File: src/rtl/inv_add_round_key_stage.sv
// Inverse-cipher AddRoundKey stage: round-key file, descending round
// counter and a one-entry registered output with valid/ready handshake.
module inv_add_round_key_stage #(
   parameter int NUM_ROUNDS = 10
) (
   input  logic         clk,
   input  logic         n_rst,
   input  logic         key_we,
   input  logic [3:0]   key_waddr,
   input  logic [127:0] key_wdata,
   input  logic         start,
   input  logic [127:0] data_in,
   input  logic         in_valid,
   output logic         in_ready,
   output logic [127:0] data_out,
   output logic         out_valid,
   input  logic         out_ready,
   output logic [3:0]   round,
   output logic         mix_en,
   output logic         last,
   output logic         err
);

   localparam logic [3:0] LAST_IDX = 4'(NUM_ROUNDS);

   typedef enum logic {
      IDLE,
      ACTIVE
   } state_e;

   state_e         state_q, state_d;
   logic [3:0]     rcnt_q, rcnt_d;
   logic [127:0]   key_q [NUM_ROUNDS+1];
   logic [127:0]   data_q, data_d;
   logic [3:0]     round_q, round_d;
   logic           mix_q, mix_d;
   logic           last_q, last_d;
   logic           valid_q, valid_d;
   logic           err_q, err_d;
   logic           accept;
   logic [3:0]     idx;

   // IDLE only admits the first beat of a block
   assign in_ready = n_rst && (!valid_q || out_ready)
                     && (state_q == ACTIVE || start);
   assign accept   = in_valid && in_ready;
   assign idx      = start ? LAST_IDX : rcnt_q;

   always_comb begin
      state_d = state_q;
      rcnt_d  = rcnt_q;
      data_d  = data_q;
      round_d = round_q;
      mix_d   = mix_q;
      last_d  = last_q;
      valid_d = valid_q;
      err_d   = 1'b0;
      if (accept) begin
         data_d  = data_in ^ key_q[idx];
         round_d = idx;
         mix_d   = (idx != 4'd0) && (idx != LAST_IDX);
         last_d  = (idx == 4'd0);
         valid_d = 1'b1;
         if (start) begin
            state_d = ACTIVE;
            rcnt_d  = LAST_IDX - 4'd1;
            err_d   = (state_q == ACTIVE);
         end else if (rcnt_q == 4'd0) begin
            state_d = IDLE;
         end else begin
            rcnt_d = rcnt_q - 4'd1;
         end
      end else if (valid_q && out_ready) begin
         valid_d = 1'b0;
      end
   end

   always_ff @(posedge clk) begin
      if (!n_rst) begin
         state_q <= IDLE;
         rcnt_q  <= '0;
         data_q  <= '0;
         round_q <= '0;
         mix_q   <= 1'b0;
         last_q  <= 1'b0;
         valid_q <= 1'b0;
         err_q   <= 1'b0;
      end else begin
         state_q <= state_d;
         rcnt_q  <= rcnt_d;
         data_q  <= data_d;
         round_q <= round_d;
         mix_q   <= mix_d;
         last_q  <= last_d;
         valid_q <= valid_d;
         err_q   <= err_d;
      end
   end

   // same-cycle write/accept collision naturally reads the old key
   always_ff @(posedge clk) begin
      for (int i = 0; i <= NUM_ROUNDS; i++) begin
         if (!n_rst) begin
            key_q[i] <= '0;
         end else if (key_we && key_waddr == 4'(i)) begin
            key_q[i] <= key_wdata;
         end
      end
   end

   assign data_out  = data_q;
   assign round     = round_q;
   assign mix_en    = mix_q;
   assign last      = last_q;
   assign out_valid = valid_q;
   assign err       = err_q;

endmodule
File: config.mk
export PLATFORM = sky130hd
export DESIGN_NAME = inv_add_round_key_stage
export DESIGN_NICKNAME = d
export VERILOG_FILES = /design/src/rtl/inv_add_round_key_stage.sv
export SDC_FILE = /design/constraint.sdc
export NUM_CORES = 2
export LEC_CHECK = 0
export ABC_AREA = 1
export ABC_CLOCK_PERIOD_IN_PS = 27300
export BUFFER_PORTS_ARGS = -buffer_cell sky130_fd_sc_hd__clkbuf_2
export CAP_MARGIN = 0
export CORE_UTILIZATION = 55
export CTS_BUF_LIST = sky130_fd_sc_hd__clkbuf_16
export DETAILED_ROUTE_END_ITERATION = 8
export GPL_TIMING_DRIVEN = 0
export PLACE_DENSITY = 0.73
export SETUP_SLACK_MARGIN = 0.2
export SLEW_MARGIN = 20
export SYNTH_ARGS = -nofsm -noshare
export SYNTH_HDL_FRONTEND = slang
export SYNTH_SLANG_ARGS = --single-unit
File: constraint.sdc
create_clock -name clk -period 27.3 [get_ports clk]
set_input_delay 2.73 -clock clk [delete_from_list [all_inputs] [get_ports clk]]
set_output_delay 2.73 -clock clk [all_outputs]
set_load 0.02 [all_outputs]
Word-level counts from Yosys, hierarchy flattened

Memories as Yosys holds them, arrays and structs flattened.
Cells that the tools add are included.

Logic and storage cells: 114
Output and inout port bits: 137
RAM bits: 1408
Input bits: 266
Memories kept: 1
Bits in registers: 141

Bitwise operators: 12
Reduce and logical (&&, ||, !) cells: 28
Eq/ne operators: 12
Multiplexer cells: 52
$add $sub $neg: 1

Memories:

| name  | words | width | rd ports | clocked after memory_dff | write ports | RTL line | RTL |
|---|---|---|---|---|---|---|---|
| key_q | 11    | 128   | 1        | 0                        | 11          | 33       | `logic [127:0] key_q [NUM_ROUNDS+1];` |

Operator list:

| cell                                                 | count |
|---|---|
| two-way mux 128 bit                                  | 11 |
| bitwise XOR 128 bit                                  | 1 |
| two-way mux 1 bit                                    | 38 |
| equality test 4 x 3 -> 1 bit (second input constant) | 4 |
| logical AND 1 bit                                    | 16 |
| equality test 4 bit (second input constant)          | 3 |
| zero test 4 bit                                      | 3 |
| two-way mux 4 bit                                    | 3 |
| OR 1 bit                                             | 11 |
| equality test 4 x 2 -> 1 bit (second input constant) | 2 |
| equality test 4 x 1 -> 1 bit (second input constant) | 1 |
| inequality test 4 bit (second input constant)        | 1 |
| AND reduction 2 bit                                  | 2 |
| nonzero test 2 bit                                   | 2 |
| nonzero test 4 bit                                   | 1 |
| subtractor 4 x 1 -> 4 bit (second input constant)    | 1 |
| AND reduction 3 bit                                  | 1 |
| logical OR 1 bit                                     | 2 |
| inequality test 2 bit (second input constant)        | 1 |
| zero test 1 bit                                      | 1 |

Depth between registers and ports, before layout

Depth after elaboration: 6
Gate-level depth with buffers: 15
Mapped depth without buffers: 11

Worst setup path before layout

No wires, ideal clock.

Path type: in2reg
From: input key_waddr[3]
To: memory key_q[8][0], enable pin
Arrival: 12.395 ns
Setup slack: 14.100 ns
Stages: 4
Required time: 26.495 ns
Library setup time: 0.805 ns
Cell sequence: inv_1 > nor2_1 > nand2_1 > o31ai_1

RTL lines:

| what        | RTL line | RTL |
|---|---|---|
| from (decl) | 9        | `input logic [3:0] key_waddr,` |
| to (decl)   | 33       |  |

Worst setup path in the final report

From: input n_rst
To: output in_ready

Word-level cells in the longest chain between the ends: 2

Ends and longest elaborated chain:

| what              | RTL line | RTL |
|---|---|---|
| from (decl)       | 7        | `input logic n_rst,` |
| logical AND 1 bit | 44       | `assign in_ready = n_rst && (!valid_q \|\| out_ready)` |
| logical AND 1 bit | 45       | `&& (state_q == ACTIVE \|\| start);` |
| to (decl)         | 14       | `output logic in_ready,` |

No other way between the ends.

==> run_results.csv <==
group,metric,value,unit
outcome,status,"finished, final reports clean",
sta,worst_pin_slew,1.23,ns
layout,ff_latch_area,45100,µm²
floorplan,io_pins,403,
placed_design,globalplace.congestion,0.893,
synthesis,synthDistinctLibCells,30,
sta,hold_viol_final,0,
layout,fill_cells,10200,
global_route,grt.total_usage,0.325,
layout,final_util,0.645,
clock_network,root_buffer,"clkbuf_16",
sta,finalCritPeriodShare,0.241,
synthesis,ys_warn_count,0,
detailed_routing,viasPerCell,5.60,
detailed_routing,drtIter0Drc,7210,
sta,fin_setup_tns,0,ns
synthesis,syn-num-nets,8032,
layout,multi_input_area,21500,µm²
synthesis,netlist_area,71200,µm²
job,cap_violations,0,
synthesis,async_flop_share,0,
clock_network,clkTransAtPathRegs,0.06,ns
synthesis,yosysTopAreaCellShare,0.593,
layout,final_common_cell,"nor2_1",
sta,skew,0.0254,ns
sta,relSlewSlack,0.182,
worst_setup_path,cp-end-kind,"output pin",
sta,fmax,0.152,GHz
synthesis,syn_inst,7764,
detailed_routing,via_count,57599,
clock_network,cts_tree,"done",
synthesis,yosysTopAreaCell,"edfxtp_1",
clock_network,cts_resized,0,
worst_setup_path,arrival,3.85,ns
detailed_routing,drc_errors,0,
clock_network,numCtsBuffers,162,
worst_setup_path,crit_required,24.57,ns
global_route,grt_max_degree,44,
worst_setup_path,path_common_cell,"clkbuf_2",
global_route,grt_pass1_vias,54571,
floorplan,die_area,131000,µm²
worst_setup_path,cp_max_fo,6,
layout,area_growth,16.0,%
worst_setup_path,cpLargestDelayFamily,"buffers and inverters",
floorplan,fp.dieH,362,µm
sta,finalWorstPathRequiredPeriod,6.58,ns
layout,drive_gt1_frac,0.111,
placed_design,dpl.hpwl,151000,µm
worst_setup_path,path_class,"in -> out",
power,peakVddDrop,0.0570,mV
worst_setup_path,worst_path_max_delay_cell,"nor2_1",
sta,finalMaxSlewViolations,0,
worst_setup_path,critPathMaxStageDelay,0.48,ns
worst_setup_path,critPathLaunchType,"input pin",
synthesis,ys_ff_latch,1549,
global_route,antenna_found_initial,18,
detailed_routing,firstDrtPassIters,8,
synthesis,ys_seq_area_frac,0.633,
detailed_routing,wl,214000,µm
global_route,grt_pass1_wl,319000,µm
clock_network,cts_setup_buffers,0,
synthesis,synth_ff_type,"edfxtp_1",
detailed_routing,ant_nets,0,
global_route,gr-total-overflow,0,
floorplan,row_count,131,
sta,holdWs,0.465,ns
placed_design,io_buffers,401,
clock_network,cts_sinks,1549,
clock_network,cts_hold_buf,0,
layout,fin_nets,8665,
worst_setup_path,cp_num_buf_inv,2,
synthesis,syn_avg_cell_area,9.18,µm²
sta,finalSetupViolations,0,
floorplan,start_util,0.557,
worst_hold_path,holdCritPathClass,"reg -> reg",
synthesis,synth.area.top_cells,"edfxtp_1 59%, nor2_1 10%, nand2_1 8.8%",
sta,rsz0062_at_grt,"no",
floorplan,die_w,362,µm
clock_network,clock_path_buffers,3,
floorplan,core-area,128000,µm²
synthesis,synth_edf_count,1408,
layout,mostFrequentLayoutCells,"1,924 x nor2_1, 1,662 x nand2_1, 1,408 x edfxtp_1",
detailed_routing,wl_per_cell,20.9,µm
worst_setup_path,cp_cell_sequence,"clkbuf_2 > o21ai_1 > nor2_1 > clkbuf_2",
power,powerDensity,68.0,nW/µm²
power,p_leak,35.7,nW
clock_network,cts.htree.levels,4,
clock_network,insertion_delay,0.82,ns
## worst paths after layout
check,depth (start not counted),slack (ns),from,endpoint
worst max-delay path,4,20.72,n_rst,in_ready
worst min-delay path,2,0.47,round[2],round[2]
worst min register to register,2,0.47,round[2],round[2]
worst max register to register,10,23.77,out_valid,data_out[112]
## metal layers
metal,vias to the layer above,GRT usage,share of wire
met5,-,0,0.00044
met4,12,0.157,0.047
met3,502,0.0780,0.11
met2,3157,0.513,0.46
met1,27176,0.423,0.38
li1,26752,-,-
## registers in the layout, summed over array words and instances, names as in the netlist
signal,count
key_q,1408
last,1
rcnt_q,4
data_out,128
round,4
state_q,1
err,1
out_valid,1
mix_en,1
## cell families after synthesis
| family | Yosys count | synth area share |
|---|---|---|
| simple gates | 4901 | 0.284 |
| flops | 1549 | 0.633 |
| buf+inv | 1148 | 0.0664 |
| compound gates | 163 | 0.0161 |
| fa+ha+maj | 2 | 0.000351 |
| xor+xnor | 1 | 0.000123 |
## report_power, final
group | switching, W | internal, W | total (W) | leakage (nW)
Clock | 0.000947 | 0.00133 | 0.00228 | 2.80
Combinational | 0.000406 | 0.000175 | 0.000581 | 18.3
Sequential | 0.0000412 | 0.00272 | 0.00277 | 14.6
## synthesized netlist by cell type, types with 2 or more instances
cell,count
a21oi_1,11
inv_2,5
a31oi_1,5
clkbuf_1,395
inv_1,518
buf_4,41
buf_1,22
nand2_1,1667
o21ai_0,17
edfxtp_1,1408
ha_1,2
nand3_1,1176
dfxtp_1,141
nor2_1,1924
nand4_1,128
nor2_4,2
buf_6,9
o21a_1,125
buf_2,157
## worst min-delay path, stage by stage (launching register included)
cell and delay [ns]:
dfxtp_1 0.31, nand2_1 0.06, a21oi_1 0.05
## per-stage QoR
| step | power (W) | worst slack [ns] | instance area, µm² | std cells |
|---|---|---|---|---|
| global placement | 0.00338 | 6.66 | 75400 | 9894 |
| floorplan | 0.00318 | 14.10 | 71200 | 7764 |
| finish | 0.00562 | 20.72 | 82600 | 10280 |
| global route | 0.00578 | 20.69 | 82600 | 10265 |
| detailed placement | 0.00338 | 20.82 | 77100 | 9962 |
| CTS | 0.00562 | 20.81 | 82600 | 10260 |
## area by class of cell
cell class,instances,share of cell area
clock inverters,129,0.0147
clock buffers,169,0.0512
repair buffers,469,0.0437
plain buffers,624,0.0336
well taps,1729,0.0262
multi-input cells,5067,0.260
flip-flops and latches,1549,0.546
diodes,20,0.000606
inverters,524,0.0238
(Power assumes the default switching activity.)
